### src/rtl/layer_sequencer_pkg.sv
// Shared definitions for the layer sequencer: FSM state encoding and slot helper.
// Latency: n/a (types and pure functions only).
// Backpressure: n/a.
package layer_sequencer_pkg;

  // Sequencer states; one FETCH/LOAD/WAIT/STORE pass per neuron, DONE once per layer.
  typedef enum logic [2:0] {
    IDLE  = 3'd0,
    FETCH = 3'd1,
    LOAD  = 3'd2,
    WAIT  = 3'd3,
    STORE = 3'd4,
    DONE  = 3'd5
  } seq_state_e;

  // Lowest bit of result slot k in a packed vector of width-bit words.
  function automatic int slot_base(input int k, input int width);
    return k * width;
  endfunction

endpackage

### src/rtl/layer_sequencer.sv
// Runs one shared neuron over every neuron of a fully-connected layer, collecting results.
// Latency: num_neurons*(neuron_latency+3)+1 cycles from accepted layer_go to layer_done.
// Backpressure: none; layer_go is ignored (not queued) while busy or in DONE.
module layer_sequencer
  import layer_sequencer_pkg::*;
#(
  parameter int input_data_size = 4,
  parameter int num_neurons     = 3,
  parameter int resolution      = 8,
  parameter int neuron_latency  = 6,
  parameter int addr_width      = (num_neurons > 1) ? $clog2(num_neurons) : 1
) (
  input  logic                                  clk,
  input  logic                                  reset,
  input  logic                                  layer_go,
  input  logic [resolution*input_data_size-1:0] input_data,
  output logic [addr_width-1:0]                 rom_addr,
  input  logic [resolution*input_data_size-1:0] rom_weight,
  input  logic [resolution-1:0]                 rom_bias,
  output logic                                  neuron_go,
  output logic [resolution*input_data_size-1:0] neuron_input_data,
  output logic [resolution*input_data_size-1:0] neuron_weight,
  output logic [resolution-1:0]                 neuron_bias,
  input  logic [resolution-1:0]                 neuron_output,
  output logic [resolution*num_neurons-1:0]     layer_output,
  output logic                                  busy,
  output logic                                  layer_done
);

  localparam int VEC_W = resolution * input_data_size;
  localparam int OUT_W = resolution * num_neurons;
  // Counter must reach neuron_latency-1; +1 keeps the width at least 1 for L=1.
  localparam int CNT_W = $clog2(neuron_latency + 1);
  localparam logic [addr_width-1:0] LAST_IDX = addr_width'(num_neurons - 1);
  localparam logic [CNT_W-1:0]      LAST_CNT = CNT_W'(neuron_latency - 1);

  seq_state_e              state_q, state_d;
  logic [addr_width-1:0]   idx_q, idx_d;
  logic [CNT_W-1:0]        cnt_q, cnt_d;
  logic                    go_q, go_d;
  logic [VEC_W-1:0]        in_q;
  logic [VEC_W-1:0]        wt_q;
  logic [resolution-1:0]   bias_q;
  logic [OUT_W-1:0]        out_q;
  logic                    cap_in;
  logic                    cap_wb;
  logic                    cap_out;

  // Next-state logic: sequencing, neuron index, wait counter and capture strobes.
  always_comb begin
    state_d = state_q;
    idx_d   = idx_q;
    cnt_d   = cnt_q;
    go_d    = 1'b0;
    cap_in  = 1'b0;
    cap_wb  = 1'b0;
    cap_out = 1'b0;
    case (state_q)
      IDLE: begin
        if (layer_go) begin
          cap_in  = 1'b1;
          idx_d   = '0;
          state_d = FETCH;
        end
      end
      // ROM sees rom_addr this cycle; data arrives next cycle.
      FETCH: state_d = LOAD;
      LOAD: begin
        cap_wb  = 1'b1;
        go_d    = 1'b1;
        cnt_d   = '0;
        state_d = WAIT;
      end
      WAIT: begin
        cnt_d = cnt_q + CNT_W'(1);
        if (cnt_q == LAST_CNT) begin
          state_d = STORE;
        end
      end
      STORE: begin
        cap_out = 1'b1;
        if (idx_q == LAST_IDX) begin
          state_d = DONE;
        end else begin
          idx_d   = idx_q + addr_width'(1);
          state_d = FETCH;
        end
      end
      DONE:    state_d = IDLE;
      default: state_d = IDLE;
    endcase
  end

  // Control registers; reset aborts any layer in flight.
  always_ff @(posedge clk or negedge reset) begin
    if (!reset) begin
      state_q <= IDLE;
      idx_q   <= '0;
      cnt_q   <= '0;
      go_q    <= 1'b0;
    end else begin
      state_q <= state_d;
      idx_q   <= idx_d;
      cnt_q   <= cnt_d;
      go_q    <= go_d;
    end
  end

  // Datapath registers: words pass through bit-exact, results land in slot idx.
  always_ff @(posedge clk or negedge reset) begin
    if (!reset) begin
      in_q   <= '0;
      wt_q   <= '0;
      bias_q <= '0;
      out_q  <= '0;
    end else begin
      if (cap_in) begin
        in_q <= input_data;
      end
      if (cap_wb) begin
        wt_q   <= rom_weight;
        bias_q <= rom_bias;
      end
      if (cap_out) begin
        out_q[slot_base(int'(idx_q), resolution) +: resolution] <= neuron_output;
      end
    end
  end

  assign rom_addr          = idx_q;
  assign neuron_go         = go_q;
  assign neuron_input_data = in_q;
  assign neuron_weight     = wt_q;
  assign neuron_bias       = bias_q;
  assign layer_output      = out_q;
  assign busy              = (state_q != IDLE);
  assign layer_done        = (state_q == DONE);

endmodule

### config.mk
export PLATFORM = sky130hd
export DESIGN_NAME = layer_sequencer
export DESIGN_NICKNAME = d
export VERILOG_FILES = /design/src/rtl/layer_sequencer_pkg.sv /design/src/rtl/layer_sequencer.sv
export SDC_FILE = /design/constraint.sdc
export NUM_CORES = 1
export LEC_CHECK = 0
export CORE_ASPECT_RATIO = 2
export CORE_MARGIN = 2
export CORE_UTILIZATION = 32
export CTS_BUF_LIST = sky130_fd_sc_hd__clkbuf_8
export DETAILED_ROUTE_END_ITERATION = 10
export GPL_ROUTABILITY_DRIVEN = 0
export PLACE_DENSITY = 0.63
export SLEW_MARGIN = 20
export SYNTH_ARGS = -nofsm -noshare
export SYNTH_HDL_FRONTEND = slang
export SYNTH_SLANG_ARGS = --single-unit
### constraint.sdc
create_clock -name clk -period 2.07 [get_ports clk]
set_input_delay 0.414 -clock clk [delete_from_list [all_inputs] [get_ports clk]]
set_output_delay 0.414 -clock clk [all_outputs]
set_load 0.02 [all_outputs]
* Word-level counts from Yosys, hierarchy flattened *
Index checks and enable logic that the tools add are counted.

cells by class
  mux-type cells = 13
  reductions and logical operators = 6
  $add $sub $neg = 3
  shift operators = 2
  equality and inequality tests = 10

operators with widths
  operator                                                                 number
  5-bit negation with 33-bit output                                        1
  8-bit by 33-bit variable shift with 24-bit output, first input constant  1
  8-bit by 33-bit variable part select with 24-bit output                  1
  24-bit bitwise mux                                                       1
  3-bit one-hot mux with 5 select lines                                    1
  3-bit equality test, second input constant                               3
  3-bit two-way mux                                                        3
  3-bit by 2-bit equality test with 1-bit output, second input constant    2
  2-bit inequality test, second input constant                             3
  3-bit one-hot mux with 2 select lines                                    1
  1-bit two-way mux                                                        4
  2-bit two-way mux                                                        2
  2-bit one-hot mux with 2 select lines                                    1
  2-bit nonzero test                                                       2
  3-bit by 1-bit adder with 3-bit output, second input constant            1
  3-bit by 1-bit equality test with 1-bit output, second input constant    1
  3-bit logical NOT                                                        1
  3-bit AND reduction                                                      1
  3-bit nonzero test                                                       1
  2-bit by 1-bit adder with 2-bit output, second input constant            1
  2-bit equality test, second input constant                               1
  2-bit AND reduction                                                      1

word-level totals
  output and inout bits = 101
  word-level logic and storage cells = 42
  input bits = 83
  register bits after elaboration = 105

* Depth between registers and ports, before layout *
  word-level depth = 3
  mapped depth = 6
  mapped depth without buffers = 5

* Worst setup path before layout *
Ideal clock, no wire load.

  kind = register to register
  from = register idx_q[0], in the netlist rom_addr[0]
  to = register out_q[16], in the netlist layer_output[16]
  required time = 2.003 ns
  cell stages (with the launch flop) = 7
  setup slack = 0.373 ns
  clock period less this slack = 1.697 ns
  arrival time = 1.630 ns
  cell sequence = dfrtp_1 inv_1 ha_1 nand4bb_1 buf_4 nor4_4 a22o_1

on the way
  cells in the longest elaborated chain, start to end = 3

RTL lines
  element                                                                                                                              line                    text
  from (decl)                                                                                                                          layer_sequencer.sv:38   logic [addr_width-1:0] idx_q, idx_d;
  from (signal assigned)                                                                                                               layer_sequencer.sv:103  idx_q <= idx_d;
  5-bit negation with 33-bit output (*)                                                                                                layer_sequencer.sv:125  out_q[slot_base(int'(idx_q), resolution) +: resolution] <= neuron_output;
  8-bit by 33-bit variable part select with 24-bit output / 8-bit by 33-bit variable shift with 24-bit output (equally long branches)  layer_sequencer.sv:125
  24-bit bitwise mux (*)                                                                                                               layer_sequencer.sv:125
  to (signal, indexed assignment)                                                                                                      layer_sequencer.sv:125
  to (decl)                                                                                                                            layer_sequencer.sv:44   logic [OUT_W-1:0] out_q;

Mark *: on every way between the ends. The rest lies on a longest branch, timed or not.
A chain may end at the register's enable or synchronous reset.

* Worst setup path in the final report *
  from = register idx_q[0], in the netlist rom_addr[0]
  to = output port rom_addr[0]

RTL lines
  element    line                   text
  to (decl)  layer_sequencer.sv:17  output logic [addr_width-1:0] rom_addr,

No word-level cell between the ends.

==> results.ini <==
[clock_network]
clk_pin_slew_ps = 100
cts_buffers = 9
root_buffer = clkbuf_8
clk_latency_ps = 360
clock_path_buffers = 2
cts.sinks = 105
h-tree-depth = 3
cts_setup_buffers = 0
cts_hold_buf = 0
cts_tree = yes

[place]
dp_hpwl_um = 8490
port_buffers = 183

[worst_setup_path]
cpPeakStageDelay_ps = 660
cp_data_required_time_ps = 1660
cp-start-kind = flip-flop
path_max_fanout = 7
cp_top_family = buffers and inverters
critPathCaptureType = primary output
path_cells = clkdlybuf4s50_1
cp.arrival_ps = 1520
critical_path_class = flip-flop to primary output
critPathBufInv = 1
slowest_stage = clkdlybuf4s50_1

[route]
via_per_inst = 4.80
drt_wl_total_um = 11000
first_pass_iters = 4
postRouteAntennaNets = 0
wire_per_inst_um = 18.2
drc = 0
detail_route.iter0.violations = 59
num_vias = 2905

[logic_synthesis]
post-synth-top-count-cell = dfrtp_1
syn_nets = 352
ys_ff_latch = 105
synth_largest_area_cell = dfrtp_1
ys_top_cells_by_area = dfrtp_1 63%, mux2_2 19%, a22o_1 5.3%
synthMuxAreaShare = 0.198
synth_edf_count = 0
synthXorXnorAreaFrac = 0
synth_area_sq_um = 4150
synth_area_per_cell_sq_um = 15.8
yosysUniqueCellTypes = 29
synth_top_family_by_area = multiplexers
synth.top_cell.area_share = 0.634
synthCells = 262
synth_fa_ha_area_frac = 0.0211
synthTopCellsByCount = 105 x dfrtp_1, 69 x mux2_2, 25 x a22o_1
seq_area_frac_synth = 0.634
yosys.area_share.simple = 0.0438
synth-compound-area-share = 0.0691
synth-main-ff-cell = dfrtp_1
async_flop_share = 1.00
ys_warn_count = 0

[timing]
setup_viol = 0
fmax_mhz = 518
period_share = 0.933
tightest_slew_ps = 454
slew_headroom = 0.695
tns_ps = 0
layout_min_cycle_time_ps = 1930
grt_setup_unrepaired = false
finalHoldViolCount = 0
drv_slew = 0
finClkSkew_ps = 10.8

[floorplanning]
core-area_sq_um = 12600
fp-row-count = 58
io_pins = 184
die_x_um = 84.5
die_h_um = 165
start_util = 0.328
die_area_sq_um = 13900

[layout]
area_growth_syn_to_layout_pct = 52.9
multiInputGateArea_sq_um = 1380
drive_gt1_frac = 0.222
nFillCells = 1133
seqCellArea_sq_um = 2630
diodes = 0
fin_nets = 541

[global_routing]
grt_overflow = 0
grt_util_all_layers = 0.158
first_global_vias = 3089
antenna_found_initial = 0
grt_first_pass_wirelength_um = 16700
grt_max_degree = 56

[flow_run]
maxCapViolCount = 0

[power_and_ir_drop]
vdd_drop_max_mv = 0.681
power.total_uw = 7990
p_leak_uw = 0.00261
power_density_nw_per_um2 = 1260

[worst_hold_path]
min_path_type = input port to async pin

[run_status]
status = complete, no violations

[metal layers]
metal | track usage | vias up | wire length (um)
met5 | 0 | - | 0
met1 | 0.150 | 1461 | 3460
met3 | 0.0310 | 25 | 454
met4 | 0.0981 | 0 | 527
met2 | 0.301 | 104 | 6590
li1 | - | 1315 | -
[final cells by class]
class,count,area share
sequential,105,0.415
timing repair buffer,191,0.306
multi-input combinational,139,0.217
tap,150,0.0296
clock buffer,9,0.0195
clock inverter,6,0.00947
inverter,5,0.00296
[repair_timing]
| action | 4_1_cts | 5_1_grt |
|---|---|---|
| gates cloned | 0 | 0 |
| setup endpoints to repair | 2 | 1 |
| gates resized for setup | 3 | 2 |
[path summary, 6_finish.rpt]
kind	from	to	slack [ps]	depth (start not counted)
setup / recovery	rom_addr[0]	rom_addr[0]	140	1
setup reg to reg	rom_addr[0]	layer_output[0]	260	5
hold / removal	reset	rom_addr[1]	30	2
min in group clk	neuron_weight[29]	neuron_weight[29]	490	1
max in group asynchronous	reset	neuron_input_data[29]	1750	2
hold reg to reg	neuron_weight[29]	neuron_weight[29]	490	1
[where the power goes]
group / leakage [uW] / switching, uW / internal, uW / total [uW]
clock: 0.0000967 / 690 / 550 / 1240
sequential: 0.00125 / 376 / 2730 / 3110
combinational: 0.00127 / 1640 / 1990 / 3640
total: 0.00261 / 2710 / 5280 / 7990
[state kept, by name, summed over array words and instances, names as in the netlist]
signal and count:
rom_addr 2, neuron_bias 8, layer_output 24, neuron_input_data 32
state_q 3, cnt_q 3, neuron_go 1, neuron_weight 32
[through the flow]
stage	utilization	hold WS [ps]	setup slack, ps	cell area [sq um]	instances
4_1_cts	0.502	25.3	19.7	6340	605
5_1_grt	0.502	20.2	51.7	6340	605
2_1_floorplan	-	118	373	4150	262
3_3_place_gp	0.487	432	244	6150	590
3_5_place_dp	0.487	440	232	6150	590
6_report	0.502	30.5	138	6340	605
[cells in the final DEF, fill, tap and decap left out]
cell type / count
nand4bb_1: 4
nand2_1: 3
a22oi_1: 1
nor3_1: 2
nor4_4: 1
inv_6: 1
nand2b_1: 4
inv_2: 1
nor2_1: 2
bufinv_16: 1
nor2_2: 2
clkinvlp_4: 1
clkinv_2: 2
o2bb2ai_1: 2
or2b_4: 1
o21ai_0: 4
mux2i_1: 1
nand3b_1: 1
dlygate4sd2_1: 1
dfrtp_2: 2
and3_1: 2
buf_12: 4
a32o_1: 1
dlymetal6s2s_1: 1
a22o_1: 25
clkdlybuf4s50_1: 180
inv_1: 5
nor2_4: 1
buf_4: 5
a21oi_1: 1
or3b_2: 1
ha_1: 7
mux2_1: 3
mux2_2: 69
clkbuf_8: 9
dfrtp_1: 103
a211oi_1: 1
[cells by family (layout without fill, tap and decap cells)]
logic type / Yosys count / count (layout)
buf+inv: 18 / 211
simple gates: 24 / 24
compound gates: 35 / 35
mux: 73 / 73
fa+ha+maj: 7 / 7
flops: 105 / 105
Power figures use the tool's default switching activity.
